==> src/rtl/xor_fold_acc.sv <==
// XOR-fold accumulator: folds each channel's DATA_W word down to OUT_W bits, either per beat
// or XOR-accumulated across a frame, with a single-entry valid/ready output register.
module xor_fold_acc #(
    parameter int unsigned DATA_W = 16,
    parameter int unsigned OUT_W  = 8,
    parameter int unsigned NCH    = 2,
    parameter int unsigned CNT_W  = 8
) (
    input  logic                  clk,
    input  logic                  rst_n,
    input  logic                  mode,
    input  logic                  in_valid,
    output logic                  in_ready,
    input  logic                  in_last,
    input  logic [NCH*DATA_W-1:0] in_data,
    output logic                  out_valid,
    input  logic                  out_ready,
    output logic [NCH*OUT_W-1:0]  out_data,
    output logic [CNT_W-1:0]      out_count
);

    localparam int unsigned NFOLD = DATA_W / OUT_W;

    typedef enum logic {
        IDLE,
        ACC
    } state_t;

    state_t                 state_q, state_d;
    logic [NCH*OUT_W-1:0]   acc_q, acc_d;
    logic [CNT_W-1:0]       cnt_q, cnt_d;
    logic                   out_valid_q, out_valid_d;
    logic [NCH*OUT_W-1:0]   out_data_q, out_data_d;
    logic [CNT_W-1:0]       out_count_q, out_count_d;

    logic [NCH*OUT_W-1:0]   fold_w;
    logic [CNT_W-1:0]       cnt_inc;
    logic                   accept;

    assign in_ready  = !out_valid_q || out_ready;
    assign accept    = in_valid && in_ready;
    assign out_valid = out_valid_q;
    assign out_data  = out_data_q;
    assign out_count = out_count_q;

    always_comb begin
        fold_w = '0;
        for (int unsigned c = 0; c < NCH; c++) begin
            for (int unsigned k = 0; k < NFOLD; k++) begin
                fold_w[c*OUT_W +: OUT_W] ^= in_data[c*DATA_W + k*OUT_W +: OUT_W];
            end
        end
    end

    assign cnt_inc = (cnt_q == '1) ? cnt_q : cnt_q + CNT_W'(1);

    // ACC is only ever entered in mode 1, so the latched frame mode is implied by the state.
    always_comb begin
        state_d     = state_q;
        acc_d       = acc_q;
        cnt_d       = cnt_q;
        out_valid_d = out_valid_q && !out_ready;
        out_data_d  = out_data_q;
        out_count_d = out_count_q;
        if (accept) begin
            case (state_q)
                IDLE: begin
                    if (!mode || in_last) begin
                        out_data_d  = fold_w;
                        out_count_d = CNT_W'(1);
                        out_valid_d = 1'b1;
                    end else begin
                        acc_d   = fold_w;
                        cnt_d   = CNT_W'(1);
                        state_d = ACC;
                    end
                end
                ACC: begin
                    if (in_last) begin
                        out_data_d  = acc_q ^ fold_w;
                        out_count_d = cnt_inc;
                        out_valid_d = 1'b1;
                        acc_d       = '0;
                        cnt_d       = '0;
                        state_d     = IDLE;
                    end else begin
                        acc_d = acc_q ^ fold_w;
                        cnt_d = cnt_inc;
                    end
                end
                default: state_d = IDLE;
            endcase
        end
    end

    always_ff @(posedge clk or negedge rst_n) begin
        if (!rst_n) begin
            state_q     <= IDLE;
            acc_q       <= '0;
            cnt_q       <= '0;
            out_valid_q <= 1'b0;
            out_data_q  <= '0;
            out_count_q <= '0;
        end else begin
            state_q     <= state_d;
            acc_q       <= acc_d;
            cnt_q       <= cnt_d;
            out_valid_q <= out_valid_d;
            out_data_q  <= out_data_d;
            out_count_q <= out_count_d;
        end
    end

endmodule
==> config.mk <==
export PLATFORM = sky130hd
export DESIGN_NAME = xor_fold_acc
export DESIGN_NICKNAME = d
export VERILOG_FILES = /design/src/rtl/xor_fold_acc.sv
export SDC_FILE = /design/constraint.sdc
export NUM_CORES = 1
export LEC_CHECK = 0
export CAP_MARGIN = 20
export CORE_MARGIN = 4
export CORE_UTILIZATION = 25
export DETAILED_ROUTE_END_ITERATION = 6
export MAX_ROUTING_LAYER = met4
export PLACE_DENSITY = 0.54
export SYNTH_ARGS = -nofsm -noshare
export SYNTH_HDL_FRONTEND = slang
export SYNTH_SLANG_ARGS = --single-unit
==> constraint.sdc <==
create_clock -name clk -period 4.55 [get_ports clk]
set_clock_uncertainty 0.2 [all_clocks]
set_input_delay 0.91 -clock clk [delete_from_list [all_inputs] [get_ports clk]]
set_output_delay 0.91 -clock clk [all_outputs]
set_load 0.03 [all_outputs]
==> results.py <==
metrics = {
    "place": {
        "place_congestion": 0.751,
        "hpwl_mm": 5.01,
        "port_buffers": 63,
        "dp_slack_ns": 1.01,
        "dp_cells": 503,
    },
    "floorplan": {
        "dieArea_sq_um": 13400,
        "initial_utilization_pct": 25.5,
        "die_h_um": 116,
        "die_w_um": 116,
        "num_io_pins": 64,
        "core_area_sq_um": 11400,
        "rows": 39,
    },
    "final_layout": {
        "syn2layout_area_growth_pct": 30.4,
        "stdcell_count": 511,
        "antenna_cells": 0,
        "fin_util_pct": 33.3,
        "nets": 406,
        "drive_above_1_share_pct": 10.3,
    },
    "setup_path": {
        "cp_max_fo": 11,
        "slowest_stage": "clkdlybuf4s50_1",
        "path_class": "in -> out",
        "arrival_ns": 2.43,
        "cp_num_buf_inv": 3,
        "crit_chain": "clkdlybuf4s50_1, nor2b_2, inv_2, clkdlybuf4s50_1",
        "cpMostUsedCell": "clkdlybuf4s50_1",
        "worst-endpoint-required_ns": 3.44,
        "start_kind": "input port",
        "worstSetupPathDepth": 4,
        "max_stage_delay_ns": 0.74,
        "path_delay_family": "buffers and inverters",
        "reg2regPathDepth": 5,
        "cp-end-kind": "output port",
    },
    "drt": {
        "drt-total-wl_mm": 6.86,
        "first_pass_iters": 4,
        "drt-wirelength-per-cell_um": 13.4,
        "drc": 0,
        "route.vias.total": 2373,
        "drtAntennaViolNets": 0,
        "drt-initial-drc-count": 91,
        "viasPerCell": 4.64,
    },
    "yosys": {
        "synth_cell_type_count": 44,
        "synth-edff-count": 0,
        "syn_area_sq_um": 2900,
        "synthesis.nets": 347,
        "synth_area_leaders": "dfrtp_1, xor2_1, nand2_1",
        "yosysSeqAreaShare_pct": 43.1,
        "synth-seq-cells": 50,
        "synth.most_common_cell": "dfrtp_1",
        "synth_area_leader_cell": "dfrtp_1",
        "synth.avg_cell_area_sq_um": 9.42,
        "synth_cells": 308,
        "ys.flop_type": "dfrtp_1",
        "synth-async-reset-ratio_pct": 100,
        "ys_top_cells_by_count": "dfrtp_1, nand2_1, o21ai_1, xor2_1, nor2_1",
        "synth_top_area_share_pct": 43.1,
        "synth-warning-count": 0,
    },
    "grt": {
        "grt_pass1_vias": 2274,
        "grt_usage_pct": 10.8,
        "grt_antenna_before_repair": 0,
        "grt-ovfl-total": 0,
        "grt_pass1_wl_mm": 11.3,
        "grt_max_degree": 38,
    },
    "timing": {
        "setup_viol": 0,
        "maxSlewViolCount": 0,
        "fin_setup_tns_ns": 0,
        "hold_ws_ns": 0.282,
        "hold_viol": 0,
        "relSlewSlack_pct": 51.8,
        "finalCritPeriodShare_pct": 77.8,
        "setup_ws_ns": 1.01,
        "min_period_ns": 3.54,
        "max_slew.worst_pin.slew_ns": 0.720,
        "fmax_mhz": 283,
        "rsz0062_at_grt": "no",
    },
    "outcome": {
        "status": "finished, final reports clean",
    },
    "worst_hold_path": {
        "hp-class": "reg -> reg",
        "worstHoldPathCells": 2,
    },
    "clocking": {
        "tritoncts": "yes",
        "cts_htree_levels": 2,
        "clk_pin_slew_ns": 0.06,
        "numCtsBuffers": 5,
        "cts_resized": 0,
        "postCtsSetupRepairBufs": 0,
        "cts.root.buffer_cell": "clkbuf_16",
        "max-clock-path-buffers": 2,
        "cts_sinks": 50,
        "clk_latency_ns": 0.28,
        "postCtsHoldBufs": 0,
    },
    "pwr": {
        "cellPowerDensity_nw_per_um2": 446,
        "leakage_uw": 0.00153,
        "ir_drop_v": 0.000189,
    },
    "job": {
        "drv_cap": 0,
    },
}
==> registers in the layout (all words and copies together), names as in the netlist <==
name / count
acc_q: 16
out_data: 16
cnt_q: 8
out_count: 8
out_valid: 1
state_q: 1
==> where the power goes <==
part	total [uW]	switching (uW)	internal (uW)
combinational	650	365	285
sequential	661	90.1	571
clock	375	157	218
total	1690	612	1070
==> worst min-delay path, stage by stage, from the launching register on <==
cell,delay (ns)
dfrtp_1,0.34
nand2_1,0.05
o21ai_1,0.06
==> area by class of cell <==
class,instances,area (sq um)
Sequential cell,50,1250
Clock buffer,7,143
Tap cell,143,179
Multi-Input combinational cell,227,1480
Clock inverter,1,5.00
Inverter,14,52.6
Fill cell,1194,7580
Timing Repair Buffer,69,671
==> layer usage <==
layer	vias to the layer above	share of wire, %	wire length (um)	global-route usage, %
met3	4	4.9	339	2.30
met4	0	0.99	68	2.55
met5	-	0	0	-
met2	44	48	3310	17.3
li1	1208	-	-	-
met1	1117	46	3150	13.9
==> per-stage QoR <==
step	area [sq um]	power [uW]
6_report	3780	1690
5_1_grt	3780	1810
4_1_cts	3780	1710
3_5_place_dp	3640	1330
3_3_place_gp	3640	1310
2_1_floorplan	2900	1100
==> cell families after synthesis <==
logic type / share of synthesized area, %
simple gates: 15.7
compound gates: 24.1
buf+inv: 5.78
mux: 0.345
fa+ha+maj: 0.431
xor+xnor: 10.6
flops: 43.1
==> path summary, 6_finish.rpt <==
kind / startpoint / end / slack [ns]
min in group asynchronous: rst_n / out_data[10] / 0.31
worst min-delay path: out_data[5] / out_data[5] / 0.28
worst max register to register: cnt_q[0] / cnt_q[0] / 2.57
worst min register to register: out_data[5] / out_data[5] / 0.28
max in group asynchronous: rst_n / out_count[4] / 3.03
worst max-delay path: out_ready / in_ready / 1.01
==> cell usage in the layout (no fill, tap or decap), types with 2 or more instances in the layout <==
cell type	count
nand3_1	9
nor2b_1	2
inv_2	3
o31ai_1	2
o21ai_1	35
a22oi_1	10
dfrtp_1	50
xnor2_1	12
a21oi_1	9
nand2_1	47
nor2_1	20
nand2_2	2
inv_1	11
o221ai_2	5
o31a_1	5
clkbuf_16	5
a31oi_1	14
a211oi_2	2
a22o_1	5
o21ai_0	3
o211ai_4	2
clkdlybuf4s50_1	62
buf_4	6
xor2_1	23
No activity file was read; power rests on OpenSTA's default activity.
